==> src/rtl/whack_scorer_pkg.sv <==
// whack_pkg: shared types and helpers for the whack-a-mole scorer.
//   state_t              game state machine encoding (IDLE, PLAY, OVER)
//   DEFAULT_NUM_HOLES    default hole / button / mole-bit count
//   DEFAULT_START_LIVES  default lives loaded when a game starts
//   sat_clamp()          clamps a signed running score into [0, max_val]
package whack_pkg;

  typedef enum logic [1:0] {
    IDLE = 2'd0,
    PLAY = 2'd1,
    OVER = 2'd2
  } state_t;

  localparam int DEFAULT_NUM_HOLES   = 18;
  localparam int DEFAULT_START_LIVES = 3;

  // Saturating finish for score + hits - misses: the caller does the add in a
  // widened signed word, and this function pins it to the legal score range.
  function automatic int sat_clamp(input int value, input int max_val);
    if (value < 0) begin
      return 0;
    end else if (value > max_val) begin
      return max_val;
    end else begin
      return value;
    end
  endfunction

endpackage

==> src/rtl/whack_scorer_if.sv <==
// whack_scorer_if: groups the game-facing signals of the scorer.
//   start           level, rising edge starts a game from IDLE or OVER
//   mole_positions  active mole bits from the mole generator
//   buttons         debounced player buttons, active high
//   visible_moles   moles still showing (whacked ones removed), zero unless PLAY
//   score / lives   current score and remaining lives
//   hit_pulse       one-cycle pulse when at least one hit registered
//   miss_pulse      one-cycle pulse when at least one miss registered
//   game_over       high while the game is in OVER
// master drives the game inputs (generator/player side); slave is the scorer.
interface whack_scorer_if
  import whack_pkg::*;
#(
  parameter int NUM_HOLES   = DEFAULT_NUM_HOLES,
  parameter int SCORE_WIDTH = 10,
  parameter int LIVES_WIDTH = 4
);

  logic                   start;
  logic [NUM_HOLES-1:0]   mole_positions;
  logic [NUM_HOLES-1:0]   buttons;
  logic [NUM_HOLES-1:0]   visible_moles;
  logic [SCORE_WIDTH-1:0] score;
  logic [LIVES_WIDTH-1:0] lives;
  logic                   hit_pulse;
  logic                   miss_pulse;
  logic                   game_over;

  modport master (
    output start, mole_positions, buttons,
    input  visible_moles, score, lives, hit_pulse, miss_pulse, game_over
  );

  modport slave (
    input  start, mole_positions, buttons,
    output visible_moles, score, lives, hit_pulse, miss_pulse, game_over
  );

endinterface

==> src/rtl/whack_scorer_popcount.sv <==
// whack_scorer_popcount: combinational population count.
//   bits   input vector of WIDTH bits
//   count  number of set bits, $clog2(WIDTH+1) bits wide
module whack_scorer_popcount #(
  parameter int WIDTH = 18
) (
  input  logic [WIDTH-1:0]             bits,
  output logic [$clog2(WIDTH+1)-1:0]   count
);

  localparam int CW = $clog2(WIDTH + 1);

  // Simple ripple of one-bit adds; WIDTH is small so this stays shallow.
  always_comb begin
    count = '0;
    for (int i = 0; i < WIDTH; i++) begin
      count = count + CW'(bits[i]);
    end
  end

endmodule

==> src/rtl/whack_scorer.sv <==
// whack_scorer: turns mole positions and button presses into hits, misses,
// score, lives and game state, and masks whacked moles off the display.
//   clk    system clock
//   reset  synchronous, active-high reset
//   bus    whack_scorer_if.slave: start, mole_positions, buttons in;
//          visible_moles, score, lives, hit_pulse, miss_pulse, game_over out
module whack_scorer
  import whack_pkg::*;
#(
  parameter int NUM_HOLES   = DEFAULT_NUM_HOLES,
  parameter int SCORE_WIDTH = 10,
  parameter int START_LIVES = DEFAULT_START_LIVES,
  parameter int LIVES_WIDTH = 4
) (
  input  logic           clk,
  input  logic           reset,
  whack_scorer_if.slave  bus
);

  localparam int CW        = $clog2(NUM_HOLES + 1);
  localparam int SUMW      = SCORE_WIDTH + $clog2(NUM_HOLES) + 1;
  localparam int SCORE_MAX = (1 << SCORE_WIDTH) - 1;

  state_t                 state, state_next;
  logic [SCORE_WIDTH-1:0] score_r, score_next;
  logic [LIVES_WIDTH-1:0] lives_r, lives_next;
  logic [NUM_HOLES-1:0]   whacked, whacked_next;
  logic                   hit_r, hit_next;
  logic                   miss_r, miss_next;

  logic [NUM_HOLES-1:0]   prev_buttons, prev_moles;
  logic                   prev_start;

  logic [NUM_HOLES-1:0]   press, hits, misses, escaped;
  logic [CW-1:0]          hit_cnt, miss_cnt;
  logic signed [SUMW-1:0] score_sum;
  logic                   start_rise, wave_end;

  assign press      = bus.buttons & ~prev_buttons;
  assign start_rise = bus.start & ~prev_start;
  assign hits       = press & bus.mole_positions & ~whacked;
  assign misses     = press & ~bus.mole_positions;

  // A wave ends when the generator drops every mole; anything that was up
  // and never whacked (registered mask, so last cycle's hits count) escaped.
  assign wave_end = (prev_moles != '0) && (bus.mole_positions == '0);
  assign escaped  = prev_moles & ~whacked;

  whack_scorer_popcount #(.WIDTH(NUM_HOLES)) u_hit_count (
    .bits  (hits),
    .count (hit_cnt)
  );

  whack_scorer_popcount #(.WIDTH(NUM_HOLES)) u_miss_count (
    .bits  (misses),
    .count (miss_cnt)
  );

  // Widened word so that score - misses can go negative before clamping.
  assign score_sum = SUMW'(score_r) + SUMW'(hit_cnt) - SUMW'(miss_cnt);

  // Edge-detect history runs in every state so that a held button or start
  // level never looks like a fresh edge after a state change.
  always_ff @(posedge clk) begin
    if (reset) begin
      prev_buttons <= '0;
      prev_moles   <= '0;
      prev_start   <= 1'b0;
    end else begin
      prev_buttons <= bus.buttons;
      prev_moles   <= bus.mole_positions;
      prev_start   <= bus.start;
    end
  end

  // Game state register plus everything the next-state logic updates.
  always_ff @(posedge clk) begin
    if (reset) begin
      state   <= IDLE;
      score_r <= '0;
      lives_r <= '0;
      whacked <= '0;
      hit_r   <= 1'b0;
      miss_r  <= 1'b0;
    end else begin
      state   <= state_next;
      score_r <= score_next;
      lives_r <= lives_next;
      whacked <= whacked_next;
      hit_r   <= hit_next;
      miss_r  <= miss_next;
    end
  end

  // Next-state and scoring. Score update and life loss can land in the same
  // cycle; losing the last life moves to OVER but keeps the final score.
  always_comb begin
    state_next   = state;
    score_next   = score_r;
    lives_next   = lives_r;
    whacked_next = whacked;
    hit_next     = 1'b0;
    miss_next    = 1'b0;

    case (state)
      IDLE, OVER: begin
        if (start_rise) begin
          state_next   = PLAY;
          lives_next   = LIVES_WIDTH'(START_LIVES);
          score_next   = '0;
          whacked_next = '0;
        end
      end

      PLAY: begin
        whacked_next = (whacked | hits) & bus.mole_positions;
        score_next   = SCORE_WIDTH'(sat_clamp(int'(score_sum), SCORE_MAX));
        hit_next     = |hits;
        miss_next    = |misses;
        if (wave_end && (escaped != '0) && (lives_r != '0)) begin
          lives_next = lives_r - LIVES_WIDTH'(1);
          if (lives_r == LIVES_WIDTH'(1)) begin
            state_next = OVER;
          end
        end
      end

      default: begin
        state_next = IDLE;
      end
    endcase
  end

  assign bus.visible_moles = (state == PLAY) ? (bus.mole_positions & ~whacked) : '0;
  assign bus.score         = score_r;
  assign bus.lives         = lives_r;
  assign bus.hit_pulse     = hit_r;
  assign bus.miss_pulse    = miss_r;
  assign bus.game_over     = (state == OVER);

endmodule

==> src/flat_wrapper.sv <==
// flat-port wrapper written by rule: the top's interface ports become plain ports
module whack_scorer_flat import whack_pkg::*;
#(
  parameter int NUM_HOLES   = DEFAULT_NUM_HOLES,
  parameter int SCORE_WIDTH = 10,
  parameter int START_LIVES = DEFAULT_START_LIVES,
  parameter int LIVES_WIDTH = 4
)
  (clk, reset, bus_start, bus_mole_positions, bus_buttons, bus_visible_moles, bus_score, bus_lives, bus_hit_pulse, bus_miss_pulse, bus_game_over);
  whack_scorer_if #(.NUM_HOLES(NUM_HOLES), .SCORE_WIDTH(SCORE_WIDTH), .LIVES_WIDTH(LIVES_WIDTH)) bus_i ();
  input  logic clk;
  input  logic reset;
  input wire logic [$bits(bus_i.start)-1:0] bus_start;
  input wire logic [$bits(bus_i.mole_positions)-1:0] bus_mole_positions;
  input wire logic [$bits(bus_i.buttons)-1:0] bus_buttons;
  output wire logic [$bits(bus_i.visible_moles)-1:0] bus_visible_moles;
  output wire logic [$bits(bus_i.score)-1:0] bus_score;
  output wire logic [$bits(bus_i.lives)-1:0] bus_lives;
  output wire logic [$bits(bus_i.hit_pulse)-1:0] bus_hit_pulse;
  output wire logic [$bits(bus_i.miss_pulse)-1:0] bus_miss_pulse;
  output wire logic [$bits(bus_i.game_over)-1:0] bus_game_over;
  assign bus_i.start = bus_start;
  assign bus_i.mole_positions = bus_mole_positions;
  assign bus_i.buttons = bus_buttons;
  assign bus_visible_moles = bus_i.visible_moles;
  assign bus_score = bus_i.score;
  assign bus_lives = bus_i.lives;
  assign bus_hit_pulse = bus_i.hit_pulse;
  assign bus_miss_pulse = bus_i.miss_pulse;
  assign bus_game_over = bus_i.game_over;
  whack_scorer #(.NUM_HOLES(NUM_HOLES), .SCORE_WIDTH(SCORE_WIDTH), .START_LIVES(START_LIVES), .LIVES_WIDTH(LIVES_WIDTH)) u_core (.clk(clk), .reset(reset), .bus(bus_i));
endmodule
==> config.mk <==
export PLATFORM = sky130hd
export DESIGN_NAME = whack_scorer_flat
export DESIGN_NICKNAME = d
export VERILOG_FILES = /design/src/rtl/whack_scorer_pkg.sv /design/src/rtl/whack_scorer_if.sv /design/src/rtl/whack_scorer_popcount.sv /design/src/rtl/whack_scorer.sv /design/src/flat_wrapper.sv
export SDC_FILE = /design/constraint.sdc
export NUM_CORES = 1
export LEC_CHECK = 0
export CAP_MARGIN = 5
export CORE_MARGIN = 3
export CORE_UTILIZATION = 30
export DETAILED_ROUTE_END_ITERATION = 10
export SLEW_MARGIN = 25
export SYNTH_ARGS = -nofsm -noshare
export SYNTH_HDL_FRONTEND = slang
export SYNTH_HIERARCHICAL = 1
export SYNTH_SLANG_ARGS = --single-unit
export TNS_END_PERCENT = 50
==> constraint.sdc <==
create_clock -name clk -period 8.5 [get_ports clk]
set_clock_uncertainty 0.1 [all_clocks]
set_input_delay 0.85 -clock clk [delete_from_list [all_inputs] [get_ports clk]]
set_output_delay 0.85 -clock clk [all_outputs]
set_load 0.02 [all_outputs]
## After elaboration in Yosys (flattened, before gate mapping)

Cells that the tools add are included.

- Register bits after elaboration: 73
- Output and inout port bits: 35
- Logic and storage cells: 98

- $add $sub $neg: 37
- $lt $le $gt $ge: 2
- Eq/ne operators: 6
- Muxes and demuxes: 14
- Bitwise logic cells: 14
- Reductions and logical operators: 16

Operators by type and width:

| kind | count |
|---|---|
| $add 5x1->5 | 26 |
| $and 18x18->18 | 7 |
| $not 18->18 | 3 |
| $mux 18 | 2 |
| $pmux 18 s2 | 1 |
| $reduce_bool 18->1 | 2 |
| $reduce_or 18->1 | 2 |
| $mux 10 | 3 |
| $pmux 10 s2 | 1 |
| $logic_not 18->1 | 1 |
| $or 18x18->18 | 1 |
| $gt 16x11->1 const B | 1 |
| $lt 16x1->1 const B | 1 |
| $sub 11x5->12 | 1 |
| $add 10x5->11 | 1 |
| $add 4x1->5 | 2 |
| $add 3x1->4 | 2 |
| $mux 4 | 2 |
| $pmux 4 s2 | 1 |
| $add 2x1->3 | 2 |
| $mux 2 | 3 |
| $ne 2x1->1 const B | 3 |
| $reduce_and 3->1 | 2 |
| $add 1x1->2 | 2 |
| other kinds (13) | 17 |

## Depth between registers and ports, before layout

- Depth in word-level cells: 27
- Mapped depth: 25

## By module

The synthesis kept the hierarchy.

By module, submodules not included:

| module | times used | cells each | area an instance (µm²) | sequential area each (µm²) |
|---|---|---|---|---|
| whack_scorer | 1 | 480 | 3911.3 | 1461.4 |
| whack_scorer_popcount | 2 | 56 | 500.5 | 0.0 |

## Worst setup path after synthesis

No wires, ideal clock.

- Kind: input-to-reg
- Start point: input bus_buttons[11]
- End point: register u_core.score_r[9], in the netlist u_core/bus.score[9]
- Setup time: 0.134 ns
- Data arrival time: 6.505 ns
- Data required time: 8.266 ns
- Slack: 1.761 ns
- Stages on the path: 24
- Path buffers: 1
- Cell sequence: nor4bb_1 -> inv_1 -> fa_1 -> fa_1 -> fa_1 -> fa_1 -> fa_1 -> inv_1 -> ha_1 -> inv_1 -> fa_1 -> nor2b_1 -> o21ai_0 -> nand2b_1 -> inv_1 -> fa_1 -> inv_1 -> ha_1 -> clkbuf_2 -> o21ai_0 -> o21ai_0 -> o211ai_2 -> a2111oi_0 -> nor3_1

- Cells in the longest elaborated chain, start to end: 16
- Elaborated cells on any way between the ends: 25
- Those cells by class: add/sub (16); order compare (2); mux (3); bitwise (4)

RTL lines:

| element | RTL line | text |
|---|---|---|
| start, declared | flat_wrapper.sv:15 | `input wire logic [$bits(bus_i.buttons)-1:0] bus_buttons;` |
| $and 18x18->18 (*) | whack_scorer.sv:39 | `assign press = bus.buttons & ~prev_buttons;` |
| $and 18x18->18 (*) (2 in a row) | whack_scorer.sv:41 | `assign hits = press & bus.mole_positions & ~whacked;` |
| $add 5x1->5 (*) (7 in a row) | whack_scorer_popcount.sv:17 | `count = count + CW'(bits[i]);` |
| named net u_core.hit_cnt[4] | whack_scorer.sv:35 | `logic [CW-1:0] hit_cnt, miss_cnt;` |
| $add 10x5->11 (*) | whack_scorer.sv:60 | `assign score_sum = SUMW'(score_r) + SUMW'(hit_cnt) - SUMW'(miss_cnt);` |
| $sub 11x5->12 (*) | whack_scorer.sv:60 |  |
| $gt 16x11->1 | whack_scorer_pkg.sv:22 | `end else if (value > max_val) begin` |
| $mux 10 | whack_scorer_pkg.sv:22 |  |
| $mux 10 (*) | whack_scorer_pkg.sv:20 | `if (value < 0) begin` |
| $pmux 10 s2 (*) | whack_scorer.sv:105 | `case (state)` |
| end signal, assigned | whack_scorer.sv:87 | `score_r <= score_next;` |
| end, declared | whack_scorer.sv:25 | `logic [SCORE_WIDTH-1:0] score_r, score_next;` |

Mark *: on every way through the listed nets, which the timed path passes. The rest lies on a longest branch.
A chain may end at the register's enable or synchronous reset.

## Final worst setup path

- Start point: input bus_mole_positions[11]
- End point: register u_core.score_r[1], in the netlist u_core/bus.score[1]

- Cells in the longest elaborated chain, start to end: 15
- Elaborated cells on any way between the ends: 25
- Those cells by class: add/sub (16); order compare (2); mux (3); bitwise (4)

RTL lines:

| element | RTL line | text |
|---|---|---|
| start, declared | flat_wrapper.sv:14 | `input wire logic [$bits(bus_i.mole_positions)-1:0] bus_mole_positions;` |
| $and 18x18->18 (*) (2 in a row) | whack_scorer.sv:41 |  |
| named net u_core.hits[11] | whack_scorer.sv:34 | `logic [NUM_HOLES-1:0] press, hits, misses, escaped;` |
| $add 5x1->5 (*) (7 in a row) | whack_scorer_popcount.sv:17 |  |
| named net u_core.hit_cnt[4] | whack_scorer.sv:35 |  |
| $add 10x5->11 (*) | whack_scorer.sv:60 |  |
| $sub 11x5->12 (*) | whack_scorer.sv:60 |  |
| $gt 16x11->1 | whack_scorer_pkg.sv:22 |  |
| $mux 10 | whack_scorer_pkg.sv:22 |  |
| $mux 10 (*) | whack_scorer_pkg.sv:20 |  |
| $pmux 10 s2 (*) | whack_scorer.sv:105 |  |

Marked as above.

==> flow_summary.toml <==
[floorplanning]
initial_core_util = 0.308
rows = 46
io_pins = 74
die_h_um = 134
die_x_um = 134
die_area_um2 = 17900
core_area_um2 = 15900

[power]
vdd_drop_max_uv = 245
p_per_area_nw_per_um2 = 342
leakage_nw = 2.54
power_w = 0.00210

[yosys]
ys_ff_latch = 73
yosysSeqAreaShare = 0.298
synth_compound_area_frac = 0.100
synth_top_family_by_area = "simple AND/OR/NAND/NOR gates"
synthFlopType = "dfxtp_1"
synth.area.mux_share = 0
synthAdderAreaFrac = 0.197
synthArstFlopShare = 0
synth_area_per_cell_um2 = 8.30
yosysUniqueCellTypes = 45
synth-edff-count = 0
syn_inst = 592
yosys.area_share.xor_xnor = 0.0196
synth-simple-area-share = 0.302
syn_nets = 691
ys_warn_count = 6
synth_area_um2 = 4910

[placement]
hpwl_mm = 10.6
gp_congestion = 0.841
post_dp_cell_area_um2 = 5880
port_buffers = 73
preCtsSetupSlack_ps = 560

[route]
first_pass_iters = 5
vias = 4210
dr.first_iter.drc_count = 270
post_drt_wl_per_cell_um = 15.1
wl_mm = 13.4
drc = 0
ant_nets = 0
post_drt_via_cell_ratio = 4.74

[setup_path]
ff2ff_setup_slack_ps = 1470
r2r_end = "u_core/bus.score[1]$_SDFFE_PP0P_"
path_class = "input pin to flip-flop"
start_kind = "input pin"
regToRegStartpoint = "u_core/whacked[11]$_SDFFE_PP0P_"
rr_worst_depth = 24
arrival_ps = 7850
path_max_fanout = 7
required_ps = 8660
worstSetupEndpointType = "flip-flop"

[cts]
cts_tree = "yes"
clk_latency_ps = 330
cts_setup_buffers = 0
cts_num_sinks = 73
cts.clk_slew.worst_paths_ps = 60
cts_resized = 0
numCtsBuffers = 9
clockBufferDepth = 2
cts_hold_buf = 0
htreeDepth = 3
cts_root_buf = "clkbuf_16"

[sta]
max-slew-margin-rel = 0.507
fmax_mhz = 130
final.setup.tns_ps = 0
rsz0062_at_grt = "no"
timing.final.ws_setup_ps = 810
post-route-period-util = 0.905
slew_violations = 0
tightest_slew_ps = 739
setup_viol = 0
hold_violations = 0
min_period_ps = 7690

[global_routing]
grt_max_degree = 67
gr-usage-all-layers = 0.151
grt-ovfl-total = 0
antenna_found_initial = 0
grt_first_pass_wirelength_mm = 21.4
grt_pass1_vias = 4056

[run_status]
status = "finished clean"

[worst_hold_path]
hold-path-cell-count = 2
hold_start = "u_core/bus.score[3]$_SDFFE_PP0P_"
whs_endpoint = "u_core/bus.score[3]$_SDFFE_PP0P_"
min_path_type = "flip-flop to flip-flop"

[finish]
fin_util = 0.386
fillers = 1637
nets = 766
final_cell_area_um2 = 6150
synthToLayoutAreaGrowth_pct = 25.3
n_antenna_cell = 0
final_cell_mix = "inv_1 (97), dfxtp_1 (73), clkdlybuf4s50_1 (72), nor2_1 (59), nand2_1 (50)"
drive_gt1_frac = 0.0446
final_common_cell = "inv_1"

[flow_run]
max_cap_violations = 0
==> layer usage <==
layer | vias up | part of all wire | track usage
li1 | 2109 | - | -
met1 | 2003 | 0.48 | 0.209
met2 | 87 | 0.45 | 0.238
met3 | 11 | 0.054 | 0.0353
met4 | 0 | 0.013 | 0.0366
met5 | - | 0 | 0
==> power by group <==
group	switching (W)	internal, W	total (W)
logic	0.000761	0.000588	0.00135
registers	0.0000317	0.000375	0.000407
clock network	0.000150	0.000198	0.000348
total	0.000943	0.00116	0.00210
==> cell usage after synthesis (2+ instances only) <==
master     instances  share of area
or4_1              5         0.0076
o2111ai_1          4         0.0071
nor2_1            59          0.045
a211oi_1           2         0.0031
a21oi_1           32          0.033
nand3_1            9         0.0092
nor4bb_1          18          0.037
ha_1              31          0.079
o22ai_1            6         0.0076
fa_1              29           0.12
xnor2_1           10          0.018
clkbuf_1          10         0.0076
inv_1             97          0.074
nor3_1             5         0.0051
o21ai_0           14          0.014
a21oi_2            2         0.0036
a21o_1             3         0.0046
nor4_1            15          0.019
nand2_1           50          0.038
a31oi_1            2         0.0025
nor3b_1           37          0.057
nor2b_1           43          0.055
nand2b_1          12          0.015
dfxtp_1           73           0.30
nand4_1            3         0.0038
a31o_2             2         0.0036
==> logic make-up after synthesis <==
kind of cell	Yosys count
AOI/OAI and AO/OA	77
DFF	73
buffers and inverters	109
xor gates and xnor gates	11
adders and majority gates	60
and+or+nand+nor	262
==> worst max-delay path: stages <==
cell	delay, ps
clkdlybuf4s50_1	580
nor4bb_1	480
inv_1	130
fa_1	580
fa_1	460
fa_1	490
fa_1	510
fa_1	420
inv_1	70
ha_1	160
inv_1	70
fa_1	460
nor2b_1	120
o21ai_0	80
nand2b_1	70
inv_1	50
fa_1	500
inv_1	40
ha_1	400
nand3_1	140
o2111ai_1	320
nand2b_1	130
a31oi_1	300
nand2_1	240
o21ai_0	210
==> state kept, by name, summed over array words and instances, names as in the netlist <==
register / cells
u_core/whacked: 18
u_core/prev_start: 1
u_core/prev_moles: 18
u_core/bus.lives: 4
u_core/bus.hit_pulse: 1
u_core/prev_buttons: 18
u_core/bus.score: 10
u_core/state: 2
u_core/bus.miss_pulse: 1
==> worst max path at each step <==
stage	startpoint	to	slack [ps]	depth (start not counted)
global route	bus_mole_positions[13]	u_core/bus.score[9]$_SDFFE_PP0P_	260	24
finish	bus_mole_positions[11]	u_core/bus.score[1]$_SDFFE_PP0P_	810	25
floorplan	bus_buttons[11]	u_core/bus.score[9]$_SDFFE_PP0P_	1760	24
CTS	bus_mole_positions[13]	u_core/bus.score[5]$_SDFFE_PP0P_	850	25
detailed placement	bus_mole_positions[13]	u_core/bus.score[5]$_SDFFE_PP0P_	560	25
global placement	bus_buttons[13]	u_core/bus.score[7]$_SDFFE_PP0P_	590	25
==> stage by stage <==
step                instances  hold WS (ps)
finish                    888           391
global route              888           409
CTS                       888           397
detailed placement        872           386
global placement          872           378
floorplan                 592           393
==> final cells by class <==
type                       instances  area, um2  share of cell area
inverter                          97        364              0.0592
clock inverter                     6       42.5             0.00691
sequential                        73       1460               0.237
tap                              216        270              0.0439
timing repair buffer              76        748               0.122
multi-input combinational        410       3040               0.494
clock buffer                      10        229              0.0372
Note: power is estimated with default switching activity, not from simulation.
